==> src/rtl/boa_stage_id.sv <==
// Boa32 instruction decode stage: IF/ID register, RV32I field/immediate decode,
// illegal-opcode trap and static branch prediction (JAL, backward branches).
module boa_stage_id (
    input  logic        clk,
    input  logic        rst_n,
    input  logic        clear,
    input  logic        d_valid,
    input  logic [31:1] d_pc,
    input  logic [31:0] d_insn,
    input  logic        d_trap,
    input  logic [3:0]  d_cause,
    output logic        q_valid,
    output logic [31:1] q_pc,
    output logic [31:0] q_insn,
    output logic [4:0]  q_rs1,
    output logic [4:0]  q_rs2,
    output logic [4:0]  q_rd,
    output logic [31:0] q_imm,
    output logic        q_branch_predict,
    output logic        q_trap,
    output logic [3:0]  q_cause,
    output logic        fw_branch_predict,
    output logic [31:1] fw_branch_target,
    input  logic        fw_stall_id,
    output logic        fw_stall_if
);
    localparam logic [6:0] OP_LUI    = 7'b0110111;
    localparam logic [6:0] OP_AUIPC  = 7'b0010111;
    localparam logic [6:0] OP_JAL    = 7'b1101111;
    localparam logic [6:0] OP_JALR   = 7'b1100111;
    localparam logic [6:0] OP_LOAD   = 7'b0000011;
    localparam logic [6:0] OP_OPIMM  = 7'b0010011;
    localparam logic [6:0] OP_MISC   = 7'b0001111;
    localparam logic [6:0] OP_SYSTEM = 7'b1110011;
    localparam logic [6:0] OP_BRANCH = 7'b1100011;
    localparam logic [6:0] OP_STORE  = 7'b0100011;
    localparam logic [6:0] OP_OP     = 7'b0110011;

    localparam logic [3:0] CAUSE_ILLEGAL = 4'd2;

    logic        r_valid;
    logic        r_trap;
    logic [31:1] r_pc;
    logic [31:0] r_insn;
    logic [3:0]  r_cause;

    // Clear only kills valid/trap; stale pc/insn are harmless once invalid.
    always_ff @(posedge clk or negedge rst_n) begin
        if (!rst_n) begin
            r_valid <= 1'b0;
            r_trap  <= 1'b0;
            r_pc    <= '0;
            r_insn  <= '0;
            r_cause <= '0;
        end else if (clear) begin
            r_valid <= 1'b0;
            r_trap  <= 1'b0;
        end else if (!fw_stall_id) begin
            r_valid <= d_valid;
            r_trap  <= d_trap;
            r_pc    <= d_pc;
            r_insn  <= d_insn;
            r_cause <= d_cause;
        end
    end

    logic [6:0] opcode;
    logic       fmt_u, fmt_j, fmt_i, fmt_b, fmt_s, fmt_r;
    logic       illegal;
    logic       is_jal, is_branch;
    logic       pred;

    assign opcode = r_insn[6:0];

    always_comb begin
        fmt_u = 1'b0;
        fmt_j = 1'b0;
        fmt_i = 1'b0;
        fmt_b = 1'b0;
        fmt_s = 1'b0;
        fmt_r = 1'b0;
        case (opcode)
            OP_LUI, OP_AUIPC:                           fmt_u = 1'b1;
            OP_JAL:                                     fmt_j = 1'b1;
            OP_JALR, OP_LOAD, OP_OPIMM, OP_MISC,
            OP_SYSTEM:                                  fmt_i = 1'b1;
            OP_BRANCH:                                  fmt_b = 1'b1;
            OP_STORE:                                   fmt_s = 1'b1;
            OP_OP:                                      fmt_r = 1'b1;
            default: ;
        endcase
    end

    assign illegal   = !(fmt_u || fmt_j || fmt_i || fmt_b || fmt_s || fmt_r);
    assign is_jal    = (opcode == OP_JAL);
    assign is_branch = fmt_b;

    always_comb begin
        q_imm = '0;
        if (fmt_i)
            q_imm = {{20{r_insn[31]}}, r_insn[31:20]};
        else if (fmt_s)
            q_imm = {{20{r_insn[31]}}, r_insn[31:25], r_insn[11:7]};
        else if (fmt_b)
            q_imm = {{19{r_insn[31]}}, r_insn[31], r_insn[7], r_insn[30:25], r_insn[11:8], 1'b0};
        else if (fmt_u)
            q_imm = {r_insn[31:12], 12'b0};
        else if (fmt_j)
            q_imm = {{11{r_insn[31]}}, r_insn[31], r_insn[19:12], r_insn[20], r_insn[30:21], 1'b0};
    end

    assign q_rd  = (fmt_u || fmt_j || fmt_i || fmt_r) ? r_insn[11:7]  : 5'd0;
    assign q_rs1 = (fmt_i || fmt_s || fmt_b || fmt_r) ? r_insn[19:15] : 5'd0;
    assign q_rs2 = (fmt_s || fmt_b || fmt_r)          ? r_insn[24:20] : 5'd0;

    // IF trap outranks the illegal-opcode check.
    assign q_trap  = r_trap || (r_valid && illegal);
    assign q_cause = r_trap ? r_cause : (q_trap ? CAUSE_ILLEGAL : 4'd0);
    assign q_valid = r_valid && !q_trap && !clear;

    assign q_pc   = r_pc;
    assign q_insn = r_insn;

    // Backward branch == negative offset == insn[31]; JALR never predicted.
    assign pred              = q_valid && (is_jal || (is_branch && r_insn[31]));
    assign q_branch_predict  = pred;
    assign fw_branch_predict = pred && !fw_stall_id;
    assign fw_branch_target  = r_pc + q_imm[31:1];
    assign fw_stall_if       = fw_stall_id;
endmodule

==> config.mk <==
export PLATFORM = sky130hd
export DESIGN_NAME = boa_stage_id
export DESIGN_NICKNAME = d
export VERILOG_FILES = /design/src/rtl/boa_stage_id.sv
export SDC_FILE = /design/constraint.sdc
export NUM_CORES = 1
export LEC_CHECK = 0
export ABC_CLOCK_PERIOD_IN_PS = 8000
export CORE_UTILIZATION = 47
export CTS_BUF_LIST = sky130_fd_sc_hd__clkbuf_16
export CTS_CLUSTER_SIZE = 16
export DETAILED_ROUTE_END_ITERATION = 8
export PLACE_DENSITY = 0.9
export RECOVER_POWER = 25
export SYNTH_ARGS = -nofsm -noshare
export SYNTH_HDL_FRONTEND = slang
export SYNTH_SLANG_ARGS = --single-unit
export TNS_END_PERCENT = 100
==> constraint.sdc <==
create_clock -name clk -period 8 [get_ports clk]
set_clock_uncertainty 0.2 [all_clocks]
set_input_delay 1.6 -clock clk [delete_from_list [all_inputs] [get_ports clk]]
set_output_delay 1.6 -clock clk [all_outputs]
set_load 0.03 [all_outputs]
* Yosys cells after proc, flatten, opt, wreduce, memory -nomap -nowiden
Index checks and enable logic that the tools add are counted.
** Word-level totals
- Input bits :: 73
- RAM bits :: 0
- Output and inout bits :: 150
- Register bits :: 69
- Latch bits :: 0
- Memories :: 0
- Word-level logic and storage cells :: 66
- Bits in read-only memories :: 0
** Operators by class
- $add $sub $neg :: 1
- Eq/ne operators :: 12
- Multiply operators :: 0
- Shifts and indexed selects :: 0
- Bitwise logic cells :: 2
- $lt $le $gt $ge :: 0
- Mux-type cells :: 20
- Divide/modulo/power cells :: 0
- Reductions and logical operators :: 26
** Operators by type and width (count)
- 32-bit 2-to-1 mux :: 5
- 31-bit adder :: 1
- 7-bit equality test, second input constant :: 4
- 7-bit by 6-bit equality test with 1-bit output, second input constant :: 3
- 5-bit 2-to-1 mux :: 3
- 7-bit by 5-bit equality test with 1-bit output, second input constant :: 2
- 1-bit logical OR :: 13
- 1-bit 2-to-1 mux :: 10
- 7-bit by 2-bit equality test with 1-bit output, second input constant :: 1
- 7-bit by 4-bit equality test with 1-bit output, second input constant :: 1
- 1-bit logical AND :: 6
- 5-bit OR reduction :: 1
- 1-bit zero test :: 4
- 4-bit 2-to-1 mux :: 1
- 2-bit 2-to-1 mux :: 1
- 2-bit inequality test, second input constant :: 1
- 1-bit NOT :: 2
- 2-bit AND reduction :: 1
- 2-bit OR reduction :: 1

* Logic depth before layout (Yosys ltp)
Gate-level depths: netlist of run 1.
- Depth in word-level cells :: 16
- Depth in mapped cells :: 15
- Mapped depth without buffers :: 14

* Least setup slack after synthesis of run 1
OpenSTA, ideal clock, no wires.
- Kind :: reg2out
- From :: register r_insn[1], in the netlist q_insn[1]
- To :: output port fw_branch_target[29] in the netlist's numbering
- Arrival :: 4.144 ns
- Path buffers :: 2
- Setup slack :: 2.056 ns
- Required time :: 6.200 ns
- Cell stages (with the launch flop) :: 14
- Cell sequence :: dfrtp_1 and2_1 clkbuf_1 nand2_1 nor2_1 a32oi_1 clkbuf_1 o21ai_0 ha_1 a21oi_1 o21ai_0 or2_2 a221o_1 a211oi_1
** Between the ends
- Word-level cells in the longest chain between the ends :: 8
- Elaborated cells between the ends (all ways) :: 23
- Those cells by class :: add/sub (1); eq/ne (10); mux (10); reduce/logical (2)
** RTL lines
- from (decl) :: line 44 : logic [31:0] r_insn;
- from (signal assigned) :: line 62 : r_insn <= d_insn;
- 7-bit equality test (tied with other cells) :: line 82 : case (opcode)
- 1-bit 2-to-1 mux or 2-bit OR reduction (tied branches) :: line 82
- 32-bit 2-to-1 mux or 1-bit 2-to-1 mux (tied branches) :: line 108, 82
- 32-bit 2-to-1 mux :: line 106 : else if (fmt_u)
- 32-bit 2-to-1 mux :: line 104 : else if (fmt_b)
- 32-bit 2-to-1 mux :: line 102 : else if (fmt_s)
- 32-bit 2-to-1 mux * :: line 100 : if (fmt_i)
- named net q_imm[24] :: line 18 : output logic [31:0] q_imm,
- 31-bit adder * :: line 128 : assign fw_branch_target = r_pc + q_imm[31:1];
- to (decl) :: line 23 : output logic [31:1] fw_branch_target,
The timed path passes the listed nets; every way through them passes the cells marked *.

* Worst setup path after layout of run 1
- From :: register r_insn[4], in the netlist q_insn[4]
- To :: output port fw_branch_target[29] in the netlist's numbering
** Between the ends
- Word-level cells in the longest chain between the ends :: 8
- Elaborated cells between the ends (all ways) :: 23
- Those cells by class :: add/sub (1); eq/ne (10); mux (10); reduce/logical (2)
** RTL lines (line)
- 7-bit equality test (tied with other cells) :: 82
- 1-bit 2-to-1 mux or 2-bit OR reduction (tied branches) :: 82
- 32-bit 2-to-1 mux or 1-bit 2-to-1 mux (tied branches) :: 108, 82
- 32-bit 2-to-1 mux :: 106
- 32-bit 2-to-1 mux :: 104
- 32-bit 2-to-1 mux :: 102
- 32-bit 2-to-1 mux * :: 100
- 31-bit adder * :: 128
Every way passes the cells marked *; elsewhere a longest branch is shown, timed or not.

==> results list, run 1 <==
* Status: finished with violations
- Violated checks: capacitance limit, slew limit
- Buffers added to address setup during post-CTS repair amount to 0.
- Router iterations before antenna repair: 5
- For this run, design rule violations remaining after detail routing come to 0.
* Syn_area_per_cell: 9.54 sq um
* Hpwl dp: 13,400 um
* Clk slew on worst S/H paths: 0.06 ns
- Setup violations remaining at the end of the flow were counted as 0.
- For this run, the top clock speed supported by timing is 148 MHz.
- Global routing used 51.7% of the available met2 tracks.
- Met3 track demand over resource: 6.63%
- The repair_antennas step left the layout with diodes totalling 0.
- On the critical path the largest part of the delay comes from compound AO/OA/AOI/OAI gates.
* Utilization of the core after routing: 71.7%
* Setup slack after placement: 1.65 ns
* Root cell of the clock tree: sky130_fd_sc_hd__clkbuf_16
- The finished cells cover 0.00774 sq mm.
- Of the total power, the share spent switching nets is 42.3%.
* Max-cap violations: 1
* Die Area: 0.0115 sq mm
* Asr flop ratio synth: 100%
- Number of resized instances in the post-cts repair step: 0
- The die is 107 um tall.
* Number of warnings issued by yosys: 0
- After floorplanning, the core was divided into 38 placement rows.
- TritonCTS built the clock tree.
- The post-route netlist has 13.8% of its cells at a drive strength greater than 1.
- Startpoint type of the worst setup path: register
- Hold slack: 0.303 ns
* Sequential element share of the synthesized area: 33.2%
- CTS sink cnt: 69
* Setup repair after global routing missed its margin: false
- Final WL: 17,200 um
- Entering global routing, the biggest net connects 70 pins.
* Slowest-stage cell, CP: sky130_fd_sc_hd__clkdlybuf4s50_1
* Number of enable-type register cells in the synthesized netlist: 0
- Power spread over the standard cell area amounts to 217 mW/mm^2.
- Element type at the critical path end: output port
- Slew @ Worst Pin: 3.72 ns
* Total routing usage reported by global routing: 30.5%
* Primary flip-flop cell chosen by synthesis mapping: sky130_fd_sc_hd__dfrtp_1
* Leakage Power: 3.17 nW
- Yosys mapped the design onto 73 distinct sky130hd cell types.
* Setup TNS: 0 ns
- In this run the tightest slew margin relative to its limit is -148%.
* Syn_nets: 650
- Clock group share of total power: 21.3%
- Initial antenna violation count: 0
- For the worst setup path, the data required time is 6.20 ns.
* Synthesis-to-finish area growth: 48.7%
- Time the final worst path needs with I/O delays and setup: 6.75 ns
* Drt via density: 5.79
- Of all nets on the critical path, the largest fanout is 19.
- Non-filler cells in the finished layout: 899
* Path class of the lowest-slack min-delay path: register to register
- Area of the placeable core: 0.0108 sq mm
- Effective utilization at floorplan: 48.2%
- The first global-routing pass estimated 26,900 um of wire.
- Share of power burned in registers: 28.2%
- Pin placement for this block handled 223 I/O pins.
* Met1 GRT Util: 37.1%
- Standard cell area after detailed placement: 0.00749 sq mm
- Synthesis inferred 69 register bits.
- In this run, the combinational gates consume 50.5% of the power.
- Worst vdd rail ir drop: 134 uV
* Width of the chip: 107 um
- Port buffering added 222 buffers.
- Number of endpoints with negative hold slack in the final report: 0
- Summing every instance area after synthesis gives 0.00521 sq mm.
* Final cycle utilization of the critical path: 84.4%
- For this run, the slowest stage of the critical path takes 0.72 ns.
- The critical path is of the register to output port type.
* CTS Hold Buffers Added: 0
* Cell internal pwr: 0.966 mW
- Gate count of the mapped netlist: 546
- STA puts the critical path data arrival time at 4.95 ns.
- After the first detailed-routing iteration, the DRC count stood at 400.
- For this design the total switching power over the nets is 0.710 mW.
- The number of placed instances, taps included, is 884.
- In the final routed layout, each cell accounts on average for 19.2 um.
- After layout, the design draws a total of 1.68 mW.
* CTS buffer count: 9
- The routed layout has 5,209 vias.
* Worst path bufs/invs: 1
* Worst path most repeated cell: sky130_fd_sc_hd__o21ai_0
- Global routing finished with a remaining overflow of 0.
* Clock tree buffer depth: 2
- After global routing, the most crowded layer is met2.
- Number of pins with negative max-slew slack in the final report: 70
- Total number of nets in the final design: 859
- In the post-route analysis, the smallest setup slack over all paths is 1.25 ns.
* Antenna Violating Nets Remaining: 0
* Count of H-tree levels built during CTS: 3
- Via count of the first global-routing pass: 5,075
* Final weighted congestion in routability-driven placement: 0.908
* Clock latency of the later-clocked register in the worst-skew pair: 0.34 ns
- CP Cell Sequence: nand2b_1, nor2b_1, o21ai_0, nand2_1, nand3_1, o21ai_0, ha_1, a21oi_1, o21ai_1, a22oi_1, a31oi_2, nor4_1, a211oi_1, clkdlybuf4s50_1
synthesized netlist by cell type (8+ instances only):
master                      n  area [sq um]
sky130_fd_sc_hd__dfrtp_1   69          1730
sky130_fd_sc_hd__mux2_2    67           754
sky130_fd_sc_hd__nand2_1   44           165
sky130_fd_sc_hd__nor2_1    34           128
sky130_fd_sc_hd__a21oi_1   33           165
sky130_fd_sc_hd__and2_1    32           200
sky130_fd_sc_hd__ha_1      30           375
sky130_fd_sc_hd__o21ai_0   29           145
sky130_fd_sc_hd__xnor2_1   19           166
sky130_fd_sc_hd__nor4_1    15          93.8
sky130_fd_sc_hd__clkbuf_1  11          41.3
sky130_fd_sc_hd__inv_1     10          37.5
sky130_fd_sc_hd__buf_2      9          45.0
sky130_fd_sc_hd__nor2b_1    8          50.1
state kept, by name, indices dropped and copies added (netlist names):
register,count
r_valid,1
q_pc,31
r_trap,1
r_cause,4
q_insn,32
path summary, 6_finish.rpt:
| path | from | cells after the start | slack, ns | endpoint |
|---|---|---|---|---|
| worst max-delay path | q_insn[4]$_DFFE_PN0P_ | 14 | 1.25 | fw_branch_target[29] |
| worst min-delay path | r_cause[2]$_DFFE_PN0P_ | 1 | 0.30 | r_cause[2]$_DFFE_PN0P_ |
| worst max register to register | q_insn[3]$_DFFE_PN0P_ | 1 | 6.66 | q_insn[3]$_DFFE_PN0P_ |
| worst min register to register | r_cause[2]$_DFFE_PN0P_ | 1 | 0.30 | r_cause[2]$_DFFE_PN0P_ |
| max in group asynchronous | rst_n | 1 | 3.14 | q_pc[20]$_DFFE_PN0P_ |
| min in group asynchronous | rst_n | 1 | 2.32 | q_pc[18]$_DFFE_PN0P_ |
routing by layer:
layer | vias up | part of all wire [%] | routed length [um]
met1 | 2481 | 41 | 7110
met4 | 0 | 3.2 | 555
met5 | - | 0 | 0
met2 | 239 | 48 | 8340
met3 | 47 | 7.0 | 1210
li1 | 2442 | - | -
power groups by stage:
stage,clock [mW],sequential [mW],combinational [mW]
2_1_floorplan,0,0.541,0.432
3_3_place_gp,0,0.473,0.825
3_5_place_dp,0,0.476,0.839
4_1_cts,0.361,0.471,0.844
5_1_grt,0.378,0.479,0.893
6_report,0.357,0.472,0.846
final cells by class:
class | count | area [sq um]
clock buffers | 9 | 225
clock inverters | 6 | 33.8
fillers | 792 | 3050
inverters | 10 | 37.5
multi-input cells | 442 | 3320
flip-flops and latches | 69 | 1730
well taps | 140 | 175
repair buffers | 223 | 2220
placed cells by master, fill, tap and decap left out, drive strengths merged, types with 3 or more instances in the layout:
| cell type | count |
|---|---|
| a22oi | 3 |
| a211oi | 7 |
| clkdlybuf4s50 | 219 |
| a21boi | 3 |
| clkbuf | 10 |
| a21o | 9 |
| nand3 | 7 |
| xnor2 | 19 |
| nor2b | 8 |
| o21ai | 36 |
| nand4 | 5 |
| nor2 | 34 |
| or2 | 3 |
| clkinv | 3 |
| ha | 30 |
| mux2 | 67 |
| a22o | 5 |
| o21bai | 7 |
| a21oi | 36 |
| a31oi | 5 |
| nor3 | 4 |
| inv | 12 |
| nand2 | 44 |
| nand2b | 7 |
| o31ai | 4 |
| nor4 | 15 |
| xor2 | 7 |
| o21a | 3 |
| and2 | 33 |
| mux2i | 4 |
| dfrtp | 69 |
cell families after synthesis:
family	synth area share, %
simple gates	17.0
flops	33.2
xor+xnor	4.37
mux	15.3
fa+ha+maj	7.59
buf+inv	3.22
compound gates	19.4
(Power assumes the default switching activity.)
==> run 2: changes to the inputs <==
ABC_CLOCK_PERIOD_IN_PS = 6610   (was 8000)
CORE_UTILIZATION = 44   (was 47)
PLACE_DENSITY = 0.85   (was 0.9)
clock period = 6.61 ns   (was 8 ns; I/O delays follow)
==> results list, run 2 (synthesized netlist as in run 1, its figures left out) <==
* Synthesis-to-finish area growth: 49.8%
* Clock tree buffer depth: 2
- Sum of internal, switching and leakage power: 2.06 mW
* First-pass GRT wire length: 27,400 um
- The cell family contributing the most delay on the critical path is compound AO/OA/AOI/OAI gates.
- The number of pins with negative max-slew slack in the final report came to 70.
* Width of the chip: 111 um
- In this design, the stage delay of the slowest critical-path cell is 0.68 ns.
* Die Area: 0.0123 sq mm
- Slowest-stage cell, CP: sky130_fd_sc_hd__clkdlybuf4s50_1
- Fin worst setup slack: 0.250 ns
- Of the available clock period, the critical path in the final layout requires 96.2%.
- Critical path class: register to output port
* Element type at the critical path end: output port
- Flip-flop count of the largest register, all copies and words added: 32
- The via count of the first global-routing pass came to 5,295.
* CP Cell Sequence: and2_1, mux2i_1, o32ai_1, and2_1, or2_1, a22o_1, ha_1, fa_1, a211oi_2, o21ai_2, a2111oi_2, nor3_1, o31ai_2, xnor2_1, clkdlybuf4s50_1
* Initial antenna violation count: 0
* Maximum number of pins on one net before global-route repair: 70
* Violated checks: capacitance limit, slew limit
- The run finished, with violations left.
- Clock latency of the later-clocked register in the worst-skew pair: 0.33 ns
* Count of H-tree levels built during CTS: 3
* Total setup violations reported at the end of the flow: 0
- Worst-case headroom to the max-slew limit: -152%
- After clock tree synthesis, the clock-pin slew on the worst setup and hold paths is 0.05 ns.
- Slew @ Worst Pin: 3.79 ns
* Leading cell type in the layout, fill and taps excluded: sky130_fd_sc_hd__clkdlybuf4s50_1
- Routed vias: 5,182
- Router iterations before antenna repair: 5
- Drt via density: 5.73
- Worst vdd rail ir drop: 144 uV
- Time the final worst path needs with I/O delays and setup: 6.36 ns
- Number of ports placed on the die boundary: 223
- Path class of the lowest-slack min-delay path: register to register
- In the final routed layout, each cell accounts on average for 19.1 um.
* Power per unit of standard cell area: 265 mW/mm^2
* Final weighted congestion in routability-driven placement: 0.896
- Root cell of the clock tree: sky130_fd_sc_hd__clkbuf_16
- In this run the post-CTS setup repair buffer count came out at 0.
- Detailed placement finished with a half-perimeter wire length of 13,500 um.
* Final routed DRC violation total: 0
- Utilization of the core after routing: 68.0%
* Number of I/O port buffers: 222
- Startpoint type of the worst setup path: register
- Number of placement rows: 39
- Setup repair after global routing missed its margin: false
* Final WL: 17,200 um
- Die Height: 111 um
- Antenna Violating Nets Remaining: 0
- In this run, CTS created clock tree buffers numbering 9.
* Setup TNS: 0 ns
- 0 antenna diodes ended up in the layout.
- Starting DRC count in detailed routing: 330
* Leakage Power: 3.18 nW
* Number of endpoints with negative hold slack in the final report: 0
- For this run, the total global-route usage over all layers was measured as 28.0%.
- Effective utilization at floorplan: 45.4%
- Critical path data arrival time: 4.84 ns
- Timing would allow up to 157 MHz.
* Setup slack after placement: 0.452 ns
- Counting stages on the worst path, the most repeated cell is sky130_fd_sc_hd__and2_1.
- Leaving out fill and tap cells, the most frequent cells in the layout are sky130_fd_sc_hd__clkdlybuf4s50_1, sky130_fd_sc_hd__dfrtp_1, sky130_fd_sc_hd__mux2_2, sky130_fd_sc_hd__nand2_1.
* CTS sink cnt: 69
- For the worst setup path, the data required time is 5.09 ns.
- After clock tree synthesis, the flow added hold-fix buffers numbering 0.
* Total number of nets in the final design: 861
* CTS tree: built
* Fill cell instance count of the final layout: 844
- Max-cap violations: 1
* Worst path bufs/invs: 1
- Cells with a size suffix above 1 make up 14.6% of the layout.
- Global route total overflow: 0
- Along the worst path, the maximum fanout reaches 10.
* Area of the placeable core: 0.0115 sq mm
==> run 2: what timing repair did <==
action / in CTS / in global routing
hold endpoints to repair: 0 / 0
gates resized for setup: 0 / 4
setup endpoints to repair: 0 / 10
==> run 2: per-layer routing <==
metal	up-vias	GRT usage, %	routed length (um)
li1	2434	-	-
met1	2489	34.1	7220
met2	222	47.0	8240
met3	37	7.44	1280
met4	0	11.5	510
met5	-	0	0
==> run 2: power breakdown <==
group | switching (mW) | total, mW | internal, mW
Clock | 0.182 | 0.468 | 0.286
Sequential | 0.0846 | 0.569 | 0.484
Combinational | 0.586 | 1.03 | 0.441
==> run 2: final cells by class <==
type	instances	area (sq um)	area share, %
clock buffer	9	225	2.89
clock inverter	6	55.1	0.706
inverter	10	37.5	0.481
multi-input combinational	442	3330	42.8
sequential	69	1730	22.2
tap	143	179	2.29
timing repair buffer	225	2240	28.7
==> run 2: final timing paths <==
path	startpoint	end	slack, ns	cells after the start
max	q_insn[6]$_DFFE_PN0P_	fw_branch_target[25]	0.25	15
min	r_cause[3]$_DFFE_PN0P_	r_cause[3]$_DFFE_PN0P_	0.31	1
max reg2reg	q_insn[2]$_DFFE_PN0P_	q_insn[2]$_DFFE_PN0P_	5.36	1
min reg2reg	r_cause[3]$_DFFE_PN0P_	r_cause[3]$_DFFE_PN0P_	0.31	1
max in group asynchronous	rst_n	q_insn[5]$_DFFE_PN0P_	1.67	1
min in group asynchronous	rst_n	q_pc[18]$_DFFE_PN0P_	2.07	1
==> run 2: metrics by stage <==
step	instance area, sq um	cells	hold WS, ns
finish	7800	904	0.311
global route	7800	904	0.311
CTS	7780	904	0.302
detailed placement	7500	889	0.290
global placement	7500	889	0.284
floorplan	5210	546	0.273
==> run 3: changes to the inputs <==
CTS_CLUSTER_SIZE = not set   (was 16)
==> results of run 3 <==
Final layout, timing and power as in run 2 (identical DEF).
